## config.mk

```make
export PLATFORM = sky130hd
export DESIGN_NAME = grey_incr_sched
export DESIGN_NICKNAME = d
export VERILOG_FILES = /design/src/rtl/grey_incr_sched.sv
export SDC_FILE = /design/constraint.sdc
export NUM_CORES = 1
export LEC_CHECK = 0
export BUFFER_PORTS_ARGS = -buffer_cell sky130_fd_sc_hd__buf_2
export CAP_MARGIN = 5
export CORE_MARGIN = 4
export CORE_UTILIZATION = 56
export DETAILED_ROUTE_END_ITERATION = 8
export GPL_TIMING_DRIVEN = 0
export PLACE_DENSITY = 0.83
export SYNTH_ARGS = -nofsm -noshare
export SYNTH_HDL_FRONTEND = slang
export SYNTH_SLANG_ARGS = --single-unit
```

## constraint.sdc

```tcl
create_clock -name clk -period 3.9 [get_ports clk]
set_input_delay 0 -clock clk [delete_from_list [all_inputs] [get_ports clk]]
set_output_delay 0 -clock clk [all_outputs]
set_load 0.005 [all_outputs]
```

## src/rtl/grey_incr_sched.sv

```systemverilog
// -----------------------------------------------------------------------------
// grey_incr_sched
//
// Shares one 6-bit Gray-code counter among NREQ requesters. A round-robin
// arbiter grants one requester at a time. For each granted burst the block
// drives paced single-cycle increment pulses into the counter. After each
// pulse it waits GAP cycles so the level-sensitive counter can settle. It then
// checks the returned Gray value against a binary shadow count.
//
// Parameters
//   NREQ      number of requesters (2..8)
//   GAP       idle cycles after each increment pulse before the check (>=1)
//
// Ports
//   vccd1/vssd1  power pins (only when USE_POWER_PINS is defined)
//   clk          single clock; every output is a flop on its rising edge
//   rst          synchronous, active-high reset
//   req          level request per requester
//   req_cnt      4-bit increment count per requester, slice i = [4i+3:4i]
//   gnt          one-hot grant, held for the whole burst
//   done         one-cycle pulse on the granted bit when its burst completes
//   cnt_rst      drives the counter's rst (reset/INIT only)
//   cnt_incr     drives the counter's incr (one cycle per increment)
//   cnt_grey     Gray value returned by the counter
//   shadow       binary count of increments since the last counter reset
//   err          sticky Gray mismatch flag, cleared only by rst
// -----------------------------------------------------------------------------

// Protocol checker: invariants of the counter drive and the grant outputs.
module grey_incr_sched_chk #(
    parameter int NREQ = 4
) (
    input logic            clk,
    input logic            rst,
    input logic [NREQ-1:0] gnt,
    input logic [NREQ-1:0] done,
    input logic            cnt_rst,
    input logic            cnt_incr
);

    // The counter must never see reset and increment in the same cycle.
    a_rst_incr_excl : assert property (@(posedge clk) !(cnt_rst && cnt_incr));

    // At most one requester holds the grant.
    a_gnt_onehot0 : assert property (@(posedge clk) disable iff (rst) $onehot0(gnt));

    // A completion pulse only appears on the bit that holds the grant.
    a_done_in_gnt : assert property (@(posedge clk) disable iff (rst)
                                     ((done & ~gnt) == {NREQ{1'b0}}));

endmodule

module grey_incr_sched #(
    parameter int NREQ = 4,
    parameter int GAP  = 3
) (
`ifdef USE_POWER_PINS
    inout  wire                 vccd1,
    inout  wire                 vssd1,
`endif
    input  logic                clk,
    input  logic                rst,
    input  logic [NREQ-1:0]     req,
    input  logic [4*NREQ-1:0]   req_cnt,
    output logic [NREQ-1:0]     gnt,
    output logic [NREQ-1:0]     done,
    output logic                cnt_rst,
    output logic                cnt_incr,
    input  logic [5:0]          cnt_grey,
    output logic [5:0]          shadow,
    output logic                err
);

    localparam int PW = $clog2(NREQ);
    localparam int SW = (GAP > 1) ? $clog2(GAP) : 1;

    typedef enum logic [2:0] {
        ST_INIT   = 3'd0,
        ST_IDLE   = 3'd1,
        ST_PULSE  = 3'd2,
        ST_SETTLE = 3'd3,
        ST_CHECK  = 3'd4,
        ST_DONE   = 3'd5
    } state_t;

    // Binary-to-Gray encoding of the expected counter value.
    function automatic logic [5:0] gray6(input logic [5:0] b);
        return b ^ (b >> 1);
    endfunction

    // Round-robin search: first set request strictly after ptr, wrapping.
    // Returns {found, index}.
    function automatic logic [PW:0] rr_pick(input logic [NREQ-1:0] r,
                                            input logic [PW-1:0]   ptr);
        logic          found;
        logic [PW-1:0] sel;
        int            idx;
        found = 1'b0;
        sel   = ptr;
        for (int k = 1; k <= NREQ; k++) begin
            idx = (int'(ptr) + k) % NREQ;
            if (!found && r[idx[PW-1:0]]) begin
                found = 1'b1;
                sel   = idx[PW-1:0];
            end else begin
                found = found;
            end
        end
        return {found, sel};
    endfunction

    // Extract the 4-bit request count of requester sel.
    function automatic logic [3:0] slice_of(input logic [4*NREQ-1:0] rc,
                                            input logic [PW-1:0]     sel);
        logic [3:0] s;
        s = 4'd0;
        for (int i = 0; i < NREQ; i++) begin
            if (sel == PW'(i)) begin
                s = rc[4*i +: 4];
            end else begin
                s = s;
            end
        end
        return s;
    endfunction

    state_t          state_q,     state_d;
    logic            init_cnt_q,  init_cnt_d;
    logic            from_init_q, from_init_d;
    logic [PW-1:0]   ptr_q,       ptr_d;
    logic [PW-1:0]   gidx_q,      gidx_d;
    logic [3:0]      rem_q,       rem_d;
    logic [SW-1:0]   settle_q,    settle_d;
    logic [NREQ-1:0] gnt_q,       gnt_d;
    logic [NREQ-1:0] done_q,      done_d;
    logic            cnt_rst_q,   cnt_rst_d;
    logic            cnt_incr_q,  cnt_incr_d;
    logic [5:0]      shadow_q,    shadow_d;
    logic            err_q,       err_d;

    logic [PW:0]     pick_s;
    logic            pick_found_s;
    logic [PW-1:0]   pick_idx_s;
    logic [3:0]      pick_cnt_s;
    logic [NREQ-1:0] pick_onehot_s;

    // Arbitration candidate for the IDLE state.
    always_comb begin
        pick_s        = rr_pick(req, ptr_q);
        pick_found_s  = pick_s[PW];
        pick_idx_s    = pick_s[PW-1:0];
        pick_cnt_s    = slice_of(req_cnt, pick_idx_s);
        pick_onehot_s = {{(NREQ-1){1'b0}}, 1'b1} << pick_idx_s;
    end

    // Next-state and next-output logic of the sequencer.
    always_comb begin
        state_d     = state_q;
        init_cnt_d  = init_cnt_q;
        from_init_d = from_init_q;
        ptr_d       = ptr_q;
        gidx_d      = gidx_q;
        rem_d       = rem_q;
        settle_d    = settle_q;
        gnt_d       = gnt_q;
        done_d      = {NREQ{1'b0}};
        cnt_rst_d   = 1'b0;
        cnt_incr_d  = 1'b0;
        shadow_d    = shadow_q;
        err_d       = err_q;

        case (state_q)
            ST_INIT: begin
                // Hold the counter in reset for two cycles, then verify it
                // reads zero through a grant-less CHECK.
                shadow_d = 6'd0;
                gnt_d    = {NREQ{1'b0}};
                if (init_cnt_q) begin
                    state_d     = ST_CHECK;
                    rem_d       = 4'd0;
                    from_init_d = 1'b1;
                    cnt_rst_d   = 1'b0;
                end else begin
                    init_cnt_d = 1'b1;
                    cnt_rst_d  = 1'b1;
                end
            end

            ST_IDLE: begin
                if (pick_found_s) begin
                    gidx_d = pick_idx_s;
                    gnt_d  = pick_onehot_s;
                    rem_d  = pick_cnt_s;
                    if (pick_cnt_s != 4'd0) begin
                        state_d    = ST_PULSE;
                        cnt_incr_d = 1'b1;
                    end else begin
                        // Empty burst: grant and completion in one cycle.
                        state_d = ST_DONE;
                        done_d  = pick_onehot_s;
                    end
                end else begin
                    gnt_d = {NREQ{1'b0}};
                end
            end

            ST_PULSE: begin
                // cnt_incr is high in this cycle; account for it now.
                shadow_d = shadow_q + 6'd1;
                rem_d    = rem_q - 4'd1;
                settle_d = {SW{1'b0}};
                state_d  = ST_SETTLE;
            end

            ST_SETTLE: begin
                if (settle_q == SW'(GAP - 1)) begin
                    state_d = ST_CHECK;
                end else begin
                    settle_d = settle_q + {{(SW-1){1'b0}}, 1'b1};
                end
            end

            ST_CHECK: begin
                if (cnt_grey != gray6(shadow_q)) begin
                    err_d = 1'b1;
                end else begin
                    err_d = err_q;
                end
                if (rem_q != 4'd0) begin
                    state_d    = ST_PULSE;
                    cnt_incr_d = 1'b1;
                end else if (from_init_q) begin
                    state_d     = ST_IDLE;
                    from_init_d = 1'b0;
                end else begin
                    state_d = ST_DONE;
                    done_d  = gnt_q;
                end
            end

            ST_DONE: begin
                // done is high this cycle; release the grant at its end and
                // make the finished requester lowest priority next.
                gnt_d   = {NREQ{1'b0}};
                ptr_d   = gidx_q;
                state_d = ST_IDLE;
            end

            default: begin
                // Unreachable encoding: recover through a full re-init.
                state_d     = ST_INIT;
                init_cnt_d  = 1'b0;
                from_init_d = 1'b0;
                gnt_d       = {NREQ{1'b0}};
                cnt_rst_d   = 1'b1;
            end
        endcase
    end

    // State and output registers with synchronous reset.
    always_ff @(posedge clk) begin
        if (rst) begin
            state_q     <= ST_INIT;
            init_cnt_q  <= 1'b0;
            from_init_q <= 1'b0;
            ptr_q       <= PW'(NREQ - 1);
            gidx_q      <= {PW{1'b0}};
            rem_q       <= 4'd0;
            settle_q    <= {SW{1'b0}};
            gnt_q       <= {NREQ{1'b0}};
            done_q      <= {NREQ{1'b0}};
            cnt_rst_q   <= 1'b1;
            cnt_incr_q  <= 1'b0;
            shadow_q    <= 6'd0;
            err_q       <= 1'b0;
        end else begin
            state_q     <= state_d;
            init_cnt_q  <= init_cnt_d;
            from_init_q <= from_init_d;
            ptr_q       <= ptr_d;
            gidx_q      <= gidx_d;
            rem_q       <= rem_d;
            settle_q    <= settle_d;
            gnt_q       <= gnt_d;
            done_q      <= done_d;
            cnt_rst_q   <= cnt_rst_d;
            cnt_incr_q  <= cnt_incr_d;
            shadow_q    <= shadow_d;
            err_q       <= err_d;
        end
    end

    assign gnt      = gnt_q;
    assign done     = done_q;
    assign cnt_rst  = cnt_rst_q;
    assign cnt_incr = cnt_incr_q;
    assign shadow   = shadow_q;
    assign err      = err_q;

    grey_incr_sched_chk #(
        .NREQ (NREQ)
    ) u_chk (
        .clk      (clk),
        .rst      (rst),
        .gnt      (gnt_q),
        .done     (done_q),
        .cnt_rst  (cnt_rst_q),
        .cnt_incr (cnt_incr_q)
    );

endmodule

```

==> results by group, run 1 <==
Flow run
  • Maxcap violations: 0

Cells and area
  • Layout area overhead: 18.7%
  • Share of layout cells above drive strength 1: 0.237
  • N_diodes: 0
  • Final nets: between 300 and 400
  • Fill cells: between 200 and 300

Route
  • Vias per cell: approximately 5.6
  • Avg WL per Cell: ~13 um
  • Routed Antenna Nets: 0
  • Vias post-DR: 1779
  • Initial DRC Count: 134
  • Routed wire length: between 4 and 5 mm
  • Drt first pass iters: 4
  • DRC viols: 0

Power
  • Sequential group share of total power: 0.356
  • Combinational power share: 0.477
  • Clock power frac: 0.167
  • Total power: about 0.0012 W
  • Switch Pwr: 0.000507 W
  • Pwr/cell area: 566 mW/mm^2
  • Max VDD drop: 0.407 mV
  • Sw Share: 0.420
  • P_int: approximately 0.00070 W
  • Leakage power: approximately 0.94 nW

Worst hold path
  • Min-Delay Path Class: in2reg

Setup path
  • CP Launch Type: flop
  • Max FO, Critical Path: 10
  • Worst EP arrival: approximately 2.8 ns
  • Req. time, crit path: between 4 and 5 ns
  • Kind of critical path: reg2reg
  • CP endpoint kind: flop

CTS
  • Clock sink count: 32
  • Clock Path Buffers: 2
  • Cts repair resizes: 0
  • # H-tree levels: 2
  • Clock latency on the worst-skew pair: roughly 0.34 ns
  • Root buf cell: clkbuf_4
  • CTS tree: done
  • Num CTS Buffers: 5
  • Post-CTS setup buffers: 0
  • CTS Hold Bufs: 0
  • Worst-path clk slew: 0.11 ns

Placed design
  • Dpl hpwl: 3.22 mm
  • Gpl congestion: between 0.8 and 0.9
  • IO buf count: 44

Global route
  • Global Route Usage Sum: 0.218
  • Number of global-route vias before repair: 1713
  • First-pass GRT wire length: 7.31 mm
  • Largest net degree at the start of global routing: 11
  • Initial antenna violation count: 0
  • Remaining global-route overflow: 0

Synth
  • Netlist cell types: 42
  • Synthesized netlist cell count: 222
  • Synth warnings: 0
  • Syn avg cell area: 8.09 sq um
  • Number of synthesized flops with an enable pin: 0
  • Sequential area share after synthesis: 0.357
  • Ys async rst share: 0
  • Mapped cell area: 0.00180 sq mm
  • Synth Flop Type: dfxtp_1
  • Mapped Nets: ~260
  • #FFs+latches synth: 32

Die
  • Starting Density: 0.588
  • Core ar.: ~0.0031 sq mm
  • IO Count: between 40 and 50
  • Row cnt: 20
  • Die W: between 60 and 70 um
  • Die area: 0.00418 sq mm
  • Die height: about 65 um

Timing
  • RSZ-0062 raised after global routing: false
  • Max Clock Freq: slightly below 400 MHz
  • Final Skew: ~0.014 ns
  • Setup-failing EPs final: 0
  • Min cycle time layout: ~2.6 ns
  • Final hold violation count: 0
  • Slew Limit Fails: 0
  • Setup TNS: 0 ns
  • Worst slew pin tran: 0.872 ns
  • Final period util: 0.654
  • Slew headroom: 0.413

Status
  • Outcome: finished clean
## final timing paths
path | start | to | slack [ns] | depth (start not counted)
worst max-delay path | ptr_q[0]$_SDFFE_PP1P_ | state_q[2]$_SDFFE_PP0P_ | 1.35 | 8
worst min-delay path | rst | state_q[2]$_SDFFE_PP0P_ | 0.05 | 3
worst max register to register | ptr_q[0]$_SDFFE_PP1P_ | state_q[2]$_SDFFE_PP0P_ | 1.35 | 8
worst min register to register | err$_SDFFE_PP0P_ | err$_SDFFE_PP0P_ | 0.48 | 2
## cells by family after synthesis
logic type	share of synthesized area
AND/OR/NAND/NOR	0.226
adder cells (fa/ha/maj)	0.0418
buffers and inverters	0.0481
flip-flops	0.357
AO/OA/AOI/OAI	0.217
XOR/XNOR	0.0341
multiplexers	0.0760
## cells in the final DEF, fill, tap and decap left out, types with 3 or more instances in the layout
master	n
mux2_2	5
nand2_1	28
and3_1	3
o21ai_0	10
dfxtp_1	32
a31oi_1	3
xor2_1	5
clkbuf_4	5
nand3_1	6
buf_2	44
a21oi_1	15
nor3_1	13
o31ai_1	4
nand2b_1	3
nor2_1	25
nor4_1	3
clkbuf_1	7
inv_1	11
ha_1	6
mux2i_1	8
## routing by layer
| metal | wire [um] | vias up | track usage |
|---|---|---|---|
| li1 | - | 905 | - |
| met1 | 1870 | 810 | 0.277 |
| met2 | 2100 | 59 | 0.361 |
| met3 | 257 | 5 | 0.0572 |
| met4 | 30 | 0 | 0.0660 |
| met5 | 0 | - | 0 |
## area by class of cell
cell class | count | area [sq um] | share of cell area
multi-input combinational | 169 | 1070 | 0.501
sequential | 32 | 641 | 0.300
timing repair buffer | 44 | 220 | 0.103
tap | 44 | 55.1 | 0.0258
clock buffer | 6 | 51.3 | 0.0241
buffer | 10 | 45.0 | 0.0211
inverter | 11 | 41.3 | 0.0194
clock inverter | 2 | 10.0 | 0.00469
## power groups by stage
| stage | clock, W | sequential (W) | combinational, W |
|---|---|---|---|
| floorplan | 0 | 0.000430 | 0.000436 |
| global placement | 0 | 0.000434 | 0.000551 |
| detailed placement | 0 | 0.000437 | 0.000561 |
| CTS | 0.000202 | 0.000429 | 0.000564 |
| global route | 0.000218 | 0.000439 | 0.000644 |
| finish | 0.000201 | 0.000430 | 0.000576 |
## cells in the mapped netlist, types with 2 or more instances
cell	n	area, sq um
dfxtp_1	32	641
nand2_1	28	105
nor2_1	25	93.8
a21oi_1	15	75.1
nor3_1	13	65.1
inv_1	11	41.3
o21ai_0	10	50.1
mux2i_1	8	80.1
clkbuf_1	7	26.3
ha_1	6	75.1
nand3_1	6	30.0
mux2_2	5	56.3
xor2_1	5	43.8
o31ai_1	4	30.0
a31oi_1	3	18.8
and3_1	3	18.8
nand2b_1	3	18.8
nor4_1	3	18.8
a211o_1	2	17.5
a221oi_1	2	17.5
a31o_2	2	17.5
buf_1	2	7.51
nand3b_1	2	15.0
nand4_1	2	12.5
nor3b_1	2	15.0
o211ai_1	2	15.0
o221a_2	2	22.5
or3_1	2	12.5
xnor2_1	2	17.5
## sequential cells by signal, indices dropped and copies added (netlist names)
name,flops
cnt_incr,1
cnt_rst,1
done,4
err,1
from_init_q,1
gidx_q,2
gnt,4
init_cnt_q,1
ptr_q,2
rem_q,4
settle_q,2
shadow,6
state_q,3
## stage by stage
step	std cells	util	setup slack (ns)	hold WS (ns)	instance area, sq um
after floorplan	222	-	1.79	0.231	1800
after global placement	310	0.678	1.47	0.375	2070
after detailed placement	310	0.678	1.40	0.376	2070
after CTS	318	0.698	1.36	0.0418	2130
after global routing	318	0.698	1.20	0.0483	2130
final	318	0.698	1.35	0.0542	2130
## critical path, stage by stage, from the launching register on
cell and delay (ns):
dfxtp_1 0.43, nand2b_1 0.16, o21ai_2 0.08, a221oi_4 0.42, buf_6 0.21, mux2i_1 0.22, mux2_2 0.19, nand4_1 0.34
a221oi_1 0.40
(Power assumes the default switching activity.)
==> run 2, diff against run 1 <==
--- a/config.mk
+++ b/config.mk
@@ -8,10 +8,10 @@
 export BUFFER_PORTS_ARGS = -buffer_cell sky130_fd_sc_hd__buf_2
 export CAP_MARGIN = 5
 export CORE_MARGIN = 4
-export CORE_UTILIZATION = 56
+export CORE_UTILIZATION = 53
 export DETAILED_ROUTE_END_ITERATION = 8
 export GPL_TIMING_DRIVEN = 0
-export PLACE_DENSITY = 0.83
+export PLACE_DENSITY = 0.8
 export SYNTH_ARGS = -nofsm -noshare
 export SYNTH_HDL_FRONTEND = slang
 export SYNTH_SLANG_ARGS = --single-unit
==> constraint.sdc (replaced) <==
create_clock -name clk -period 2.7 [get_ports clk]
set_input_delay 0 -clock clk [delete_from_list [all_inputs] [get_ports clk]]
set_output_delay 0 -clock clk [all_outputs]
set_load 0.005 [all_outputs]
==> run 2 against run 1 <==
Maximum frequency up 3.9%; largest power group unchanged; non-clock buffer count unchanged; first-iteration DRC count down 1.5%; critical path depth unchanged; largest cell class unchanged; worst hold slack better by 0.014 ns; via count down 1.3%; die area up 4.9%; flip-flop and latch count unchanged; clock skew down 0.0075 ns; power up 41%; utilization down 2.7 points; sequential share of layout area up 0.21 points.
==> results by group, run 2 (synthesis results as in run 1) <==
Cells and area
  • Max reg flops: 6 (unchanged)
  • Post-layout util: 0.671 (was 0.698)
  • Final nets: 307 (unchanged)
  • Most frequent cells in the layout: 44 x buf_2, 32 x dfxtp_1, 28 x nand2_1 (unchanged)
  • Commonest non-fill, non-tap cell in the layout: buf_2 (unchanged)
  • Share of layout cells above drive strength 1: 0.231 (was 0.237)
  • Cell Count, Final, Fillers Out: 317 (was 318)
  • N_diodes: 0 (unchanged)
  • Layout area overhead: 17.9% (was 18.7%)

Worst hold path
  • WHS Endpoint: state_q[2]$_SDFFE_PP0P_ (unchanged)
  • Min-Delay Path Class: in2reg (unchanged)
  • WHS Path Cells: 3 (unchanged)
  • Hold path start: rst (unchanged)

Route
  • Drt first pass iters: 4 (unchanged)
  • Metal2 WL: 1.91 mm (was 2.10 mm)
  • Metal3 WL: 263 um (was 257 um)
  • Routed wire length: 4.15 mm (was 4.26 mm)
  • Initial DRC Count: 132 (was 134)
  • Vias per cell: 5.54 (was 5.59)
  • Avg WL per Cell: 13.1 um (was 13.4 um)
  • DRC viols: 0 (unchanged)
  • Vias post-DR: 1755 (was 1779)
  • Routed met1 length: 1.90 mm (was 1.87 mm)
  • Max Used Layer: met4 (unchanged)
  • Routed Antenna Nets: 0 (unchanged)

Die
  • Starting Density: 0.569 (was 0.588)
  • Die area: 0.00438 sq mm (was 0.00418 sq mm)
  • Core ar.: 0.00315 sq mm (was 0.00305 sq mm)
  • IO Count: 45 (unchanged)
  • Die W: 66.2 um (was 64.6 um)
  • Row cnt: 20 (unchanged)
  • Die height: 66.2 um (was 64.6 um)

Flow run
  • Maxcap violations: 0 (unchanged)

Power
  • Max VDD drop: 0.646 mV (was 0.407 mV)
  • Leakage power: 0.933 nW (was 0.943 nW)
  • Pwr/cell area: 803 mW/mm^2 (was 566 mW/mm^2)

Timing
  • Final setup margin: 0.245 ns (was 1.35 ns)
  • Hold_ws: 0.0682 ns (was 0.0542 ns)
  • Slew Limit Fails: 0 (unchanged)
  • Min cycle time layout: 2.46 ns (was 2.55 ns)
  • RSZ-0062 raised after global routing: false (unchanged)
  • Final period util: 0.909 (was 0.654)
  • Final Skew: 0.00630 ns (was 0.0138 ns)
  • Slew headroom: 0.363 (was 0.413)
  • Setup-failing EPs final: 0 (unchanged)
  • Final hold violation count: 0 (unchanged)
  • Worst slew pin tran: 0.946 ns (was 0.872 ns)
  • Setup TNS: 0 ns (unchanged)
  • Max Clock Freq: 407 MHz (was 392 MHz)

Placed design
  • Dpl hpwl: 3.18 mm (was 3.22 mm)
  • Placed insts: 310 (unchanged)
  • IO buf count: 44 (unchanged)
  • Gpl congestion: 0.852 (was 0.886)
  • Setup WS pre-CTS: 0.256 ns (was 1.40 ns)

Global route
  • Largest net degree at the start of global routing: 11 (unchanged)
  • Remaining global-route overflow: 0 (unchanged)
  • First-pass GRT wire length: 7.10 mm (was 7.31 mm)
  • Global Route Usage Sum: 0.211 (was 0.218)
  • Number of global-route vias before repair: 1660 (was 1713)
  • Initial antenna violation count: 0 (unchanged)

Setup path
  • Kind of critical path: reg2reg (unchanged)
  • Reg-to-reg setup timing slack: 0.24 ns (was 1.35 ns)
  • Worst EP arrival: 2.70 ns (was 2.78 ns)
  • CP endpoint kind: flop (unchanged)
  • Crit path launch: ptr_q[0]$_SDFFE_PP1P_ (unchanged)
  • RR Endpoint: state_q[2]$_SDFFE_PP0P_ (unchanged)
  • Max FO, Critical Path: 10 (unchanged)
  • CP Launch Type: flop (unchanged)
  • RR Startpoint: ptr_q[0]$_SDFFE_PP1P_ (unchanged)
  • Req. time, crit path: 2.94 ns (was 4.13 ns)
  • Reg2Reg Depth: 8 (unchanged)

CTS
  • Num CTS Buffers: 5 (unchanged)
  • Root buf cell: clkbuf_4 (unchanged)
  • CTS Hold Bufs: 0 (unchanged)
  • # H-tree levels: 2 (unchanged)
  • Cts repair resizes: 0 (unchanged)
  • Clock latency on the worst-skew pair: 0.34 ns (about the same)
  • Clock Path Buffers: 2 (unchanged)
  • Worst-path clk slew: 0.09 ns (was 0.11 ns)
  • CTS tree: done (unchanged)
  • Post-CTS setup buffers: 0 (unchanged)
  • Clock sink count: 32 (unchanged)

Status
  • Outcome: finished clean (unchanged)
-- run 2: layer usage --
metal  global-route usage  vias to the layer above
met2                0.327                       56
met4                0.104                        0
met5                    0                        -
li1                     -                      904
met3               0.0697                        8
met1                0.259                      787
-- run 2: report_power, final --
part | internal, W | leakage [nW] | total, W | switching (W)
Sequential | 0.000558 | 0.260 | 0.000622 | 0.0000634
Combinational | 0.000330 | 0.645 | 0.000823 | 0.000493
Clock | 0.0000957 | 0.0281 | 0.000255 | 0.000159
-- run 2: layout make-up --
type	count	area, sq um
Buffer	10	45.0
Clock buffer	6	41.3
Clock inverter	1	5.00
Fill cell	280	1040
Inverter	11	41.3
Multi-Input combinational cell	169	1070
Sequential cell	32	641
Tap cell	44	55.1
Timing Repair Buffer	44	220
-- run 2: critical path, stage by stage, from the launching register on --
cell	delay, ns
dfxtp_1	0.42
nand2b_1	0.16
o21ai_2	0.08
a221oi_4	0.41
buf_6	0.21
mux2i_1	0.19
mux2_2	0.18
nand4_1	0.32
a221oi_1	0.38
-- run 2: worst max-delay path by stage --
stage                              endpoint  cells after the start
detailed placement  state_q[2]$_SDFFE_PP0P_                      8
floorplan           state_q[2]$_SDFFE_PP0P_                      8
CTS                 state_q[2]$_SDFFE_PP0P_                      8
finish              state_q[2]$_SDFFE_PP0P_                      8
global route        state_q[2]$_SDFFE_PP0P_                      8
global placement    state_q[2]$_SDFFE_PP0P_                      8
-- run 2: stage by stage --
stage               total power, W  cell area (sq um)
floorplan                  0.00125               1800
detailed placement         0.00144               2070
global route               0.00185               2120
CTS                        0.00168               2120
finish                     0.00170               2120
global placement           0.00143               2070
==> run 3, diff against run 2 <==
--- a/config.mk
+++ b/config.mk
@@ -5,13 +5,14 @@
 export SDC_FILE = /design/constraint.sdc
 export NUM_CORES = 1
 export LEC_CHECK = 0
+export ABC_AREA = 1
 export BUFFER_PORTS_ARGS = -buffer_cell sky130_fd_sc_hd__buf_2
 export CAP_MARGIN = 5
 export CORE_MARGIN = 4
-export CORE_UTILIZATION = 53
+export CORE_UTILIZATION = 54
 export DETAILED_ROUTE_END_ITERATION = 8
 export GPL_TIMING_DRIVEN = 0
-export PLACE_DENSITY = 0.8
+export PLACE_DENSITY = 0.79
 export SYNTH_ARGS = -nofsm -noshare
 export SYNTH_HDL_FRONTEND = slang
 export SYNTH_SLANG_ARGS = --single-unit
==> run 3 against run 2 <==
Global-route usage shrank 0.50 points; sequential power shrank 3.4%; combinational power grew 12%; clock skew grew 0.00096 ns.
==> results by group, run 3 <==
Synth
  • Most instantiated cells after synthesis: 73 x nand2_1, 36 x inv_1, 32 x dfxtp_1, 30 x a21oi_1, 29 x nor2_1 (was 32 x dfxtp_1, 28 x nand2_1, 25 x nor2_1, 15 x a21oi_1, 13 x nor3_1)
  • Sequential area share after synthesis: 0.313 (was 0.357)
  • Post-synth top area share: 0.313 (was 0.357)
  • Area contributors post-synth: dfxtp_1 31%, nand2_1 13%, a21oi_1 7.3%, inv_1 6.6%, nor2_1 5.3% (was dfxtp_1 36%, nand2_1 5.9%, nor2_1 5.2%, mux2i_1 4.5%, a21oi_1 4.2%)
  • Syn avg cell area: 6.81 sq um (was 8.09 sq um)
  • Netlist cell types: 34 (was 42)
  • Synth Area in Compound Gates: 0.124 (was 0.217)
  • Simple-Gate Fraction of Synth Area: 0.405 (was 0.226)
  • Mapped cell area: 0.00205 sq mm (was 0.00180 sq mm)
  • Mapped Nets: 335 (was 256)
  • Synth warnings: 0 (unchanged)
  • Post-Synth Adder-Cell Area: 0.0366 (was 0.0418)
  • Post-synthesis mux area share: 0 (was 0.0760)
  • #FFs+latches synth: 32 (unchanged)
  • Most frequent cell after synthesis: nand2_1 (was dfxtp_1)
  • Ys async rst share: 0 (unchanged)
  • Number of synthesized flops with an enable pin: 0 (unchanged)
  • Synthesized netlist cell count: 301 (was 222)
  • Synth Flop Type: dfxtp_1 (unchanged)
  • Largest family of logic cells by synthesized area: simple AND/OR/NAND/NOR gates (unchanged)
  • Synth area leader: dfxtp_1 (unchanged)
  • Post-Synth XOR/XNOR Area: 0.0256 (was 0.0341)

Setup path
  • Reg2Reg Depth: 11 (was 8)
  • CP Launch Type: flop (unchanged)
  • Worst EP arrival: 2.48 ns (was 2.70 ns)
  • Crit-path max cell delay: 0.44 ns (was 0.42 ns)
  • RR Startpoint: state_q[2]$_SDFFE_PP0P_ (was ptr_q[0]$_SDFFE_PP1P_)
  • Max FO, Critical Path: 8 (was 10)
  • Reg-to-reg setup timing slack: 0.42 ns (was 0.24 ns)
  • CP Buf/Inv Count: 4 (was 1)
  • Req. time, crit path: 2.89 ns (was 2.94 ns)
  • RR Endpoint: rem_q[0]$_SDFFE_PP0P_ (was state_q[2]$_SDFFE_PP0P_)
  • CP max stage cell: nor2_1 (was dfxtp_1)
  • Kind of critical path: reg2reg (unchanged)
  • CP Cell Sequence: nor2_1 > inv_1 > nor2_1 > inv_1 > nor2_1 > inv_1 > nand2_1 > inv_1 > o21ai_1 > a21oi_1 > a221oi_1 (was nand2b_1 > o21ai_2 > a221oi_4 > buf_6 > mux2i_1 > mux2_2 > nand4_1 > a221oi_1)
  • CP endpoint kind: flop (unchanged)
  • Top delay family on crit path: simple AND/OR/NAND/NOR gates (was compound AO/OA/AOI/OAI gates)
  • Critical path's most frequent cell: inv_1

Die
  • Row cnt: 22 (was 20)
  • IO Count: 45 (unchanged)
  • Starting Density: 0.560 (was 0.569)
  • Die height: 69.6 um (was 66.2 um)
  • Core ar.: 0.00366 sq mm (was 0.00315 sq mm)
  • Die W: 69.6 um (was 66.2 um)
  • Die area: 0.00484 sq mm (was 0.00438 sq mm)

Route
  • Drt first pass iters: 4 (unchanged)
  • Initial DRC Count: 104 (was 132)
  • Routed wire length: 4.71 mm (was 4.15 mm)
  • DRC viols: 0 (unchanged)
  • Vias post-DR: 2038 (was 1755)
  • Avg WL per Cell: 11.8 um (was 13.1 um)
  • Vias per cell: 5.10 (was 5.54)
  • Routed Antenna Nets: 0 (unchanged)

Timing
  • Final hold violation count: 0 (unchanged)
  • Max Clock Freq: 438 MHz (was 407 MHz)
  • Min cycle time layout: 2.28 ns (was 2.46 ns)
  • Setup-failing EPs final: 0 (unchanged)
  • Slew headroom: 0.636 (was 0.363)
  • Hold_ws: 0.0509 ns (was 0.0682 ns)
  • Final Skew: 0.00726 ns (was 0.00630 ns)
  • Final period util: 0.846 (was 0.909)
  • Setup TNS: 0 ns (unchanged)
  • RSZ-0062 raised after global routing: false (unchanged)
  • Worst slew pin tran: 0.544 ns (was 0.946 ns)
  • Slew Limit Fails: 0 (unchanged)

Global route
  • Remaining global-route overflow: 0 (unchanged)
  • Number of global-route vias before repair: 1846 (was 1660)
  • Largest net degree at the start of global routing: 11 (unchanged)
  • Initial antenna violation count: 0 (unchanged)
  • First-pass GRT wire length: 8.17 mm (was 7.10 mm)
  • Global Route Usage Sum: 0.206 (was 0.211)

CTS
  • CTS Hold Bufs: 0 (unchanged)
  • Clock Path Buffers: 2 (unchanged)
  • Clock latency on the worst-skew pair: 0.28 ns (was 0.34 ns)
  • CTS tree: done (unchanged)
  • Root buf cell: clkbuf_8 (was clkbuf_4)
  • Worst-path clk slew: 0.07 ns (was 0.09 ns)
  • Num CTS Buffers: 5 (unchanged)
  • # H-tree levels: 2 (unchanged)
  • Clock sink count: 32 (unchanged)
  • Post-CTS setup buffers: 0 (unchanged)
  • Cts repair resizes: 0 (unchanged)

Power
  • Combinational power share: 0.492 (was 0.484)
  • Switch Pwr: 0.000827 W (was 0.000715 W)
  • Leakage power: 1.18 nW (was 0.933 nW)
  • Total power: 0.00187 W (was 0.00170 W)
  • Sequential group share of total power: 0.321 (was 0.366)
  • Max VDD drop: 0.488 mV (was 0.646 mV)
  • Clock power frac: 0.187 (was 0.150)
  • Sw Share: 0.441 (was 0.421)
  • Pwr/cell area: 778 mW/mm^2 (was 803 mW/mm^2)
  • P_int: 0.00105 W (was 0.000984 W)

Worst hold path
  • WHS Endpoint: cnt_rst$_SDFF_PP1_ (was state_q[2]$_SDFFE_PP0P_)
  • WHS Path Cells: 3 (unchanged)
  • Min-Delay Path Class: in2reg (unchanged)
  • Hold path start: rst (unchanged)

Status
  • Outcome: finished clean (unchanged)

Cells and area
  • Post-layout util: 0.659 (was 0.671)
  • Reg area: 641 sq um (unchanged)
  • Commonest non-fill, non-tap cell in the layout: nand2_1 (was buf_2)
  • Layout area overhead: 17.6% (was 17.9%)
  • Cell Count, Final, Fillers Out: 400 (was 317)
  • Final nets: 386 (was 307)
  • Multi-input gate area: 0.00121 sq mm (was 0.00107 sq mm)
  • Fill cells: 357 (was 280)
  • N_diodes: 0 (unchanged)
  • Most frequent cells in the layout: 73 x nand2_1, 44 x buf_2, 36 x inv_1 (was 44 x buf_2, 32 x dfxtp_1, 28 x nand2_1)
  • Max reg flops: 6 (unchanged)
  • Share of layout cells above drive strength 1: 0.256 (was 0.231)

Placed design
  • Dpl hpwl: 3.55 mm (was 3.18 mm)
  • Gpl congestion: 0.895 (was 0.852)
  • Placed insts: 393 (was 310)
  • IO buf count: 44 (unchanged)

Flow run
  • Maxcap violations: 0 (unchanged)
[run 3: cell types whose count changed after synthesis, sizes merged, moves of 4 or more]
cell and delta:
nand2 +60, mux2i -8, o31ai -4, nor2 +11, inv +27, a21oi +15
o21ai -8, or2 +4, clkbuf -5, mux2 -5, nand3 +16
[run 3: how the worst max path moves through the flow]
stage / startpoint / endpoint / slack [ns] / cells after the start
floorplan: ptr_q[0]$_SDFFE_PP1P_ / state_q[1]$_SDFFE_PP0P_ / 0.74 / 19
global placement: state_q[2]$_SDFFE_PP0P_ / rem_q[0]$_SDFFE_PP0P_ / 0.52 / 11
detailed placement: state_q[2]$_SDFFE_PP0P_ / rem_q[0]$_SDFFE_PP0P_ / 0.48 / 11
CTS: state_q[2]$_SDFFE_PP0P_ / rem_q[0]$_SDFFE_PP0P_ / 0.44 / 11
global route: state_q[2]$_SDFFE_PP0P_ / rem_q[2]$_SDFFE_PP0P_ / 0.08 / 11
finish: state_q[2]$_SDFFE_PP0P_ / rem_q[0]$_SDFFE_PP0P_ / 0.42 / 11
[run 3: through the flow]
stage | setup slack (ns) | area [sq um]
after CTS | 0.441 | 2410
after global routing | 0.0837 | 2410
after detailed placement | 0.482 | 2330
final | 0.416 | 2410
after floorplan | 0.736 | 2050
after global placement | 0.519 | 2330
[run 3: power by group through the flow]
stage                     registers (W)  clock network [W]  logic [W]
final                          0.000601           0.000351   0.000923
after global routing           0.000610           0.000383    0.00106
after CTS                      0.000600           0.000356   0.000924
after detailed placement       0.000610                  0   0.000916
after global placement         0.000608                  0   0.000902
after floorplan                0.000603                  0   0.000725
[run 3: routing by layer]
| metal | share of wire | global-route usage | vias to the layer above | wire length [um] |
|---|---|---|---|---|
| li1 | - | - | 1080 | - |
| met1 | 0.47 | 0.271 | 891 | 2200 |
| met2 | 0.45 | 0.331 | 61 | 2130 |
| met3 | 0.068 | 0.0536 | 6 | 322 |
| met4 | 0.012 | 0.0586 | 0 | 57 |
| met5 | 0 | 0 | - | 0 |
[run 3: final cells by class]
class / instances / share of cell area
buffer: 7 / 0.0218
clock buffer: 5 / 0.0285
clock inverter: 2 / 0.00519
inverter: 38 / 0.0602
multi-input combinational: 224 / 0.502
sequential: 32 / 0.266
tap: 48 / 0.0249
timing repair buffer: 44 / 0.0913
[run 3: kinds of logic after synthesis]
group / after synthesis
simple gates: 168
buf+inv: 45
compound gates: 44
flops: 32
xor+xnor: 6
fa+ha+maj: 6
[run 3: worst register-to-register path, cell delays in order (launching register included)]
cell and delay [ns]:
dfxtp_1 0.37, nor2_1 0.44, inv_1 0.16, nor2_1 0.16
inv_1 0.10, nor2_1 0.13, inv_1 0.08, nand2_1 0.07
inv_1 0.05, o21ai_1 0.27, a21oi_1 0.08, a221oi_1 0.28
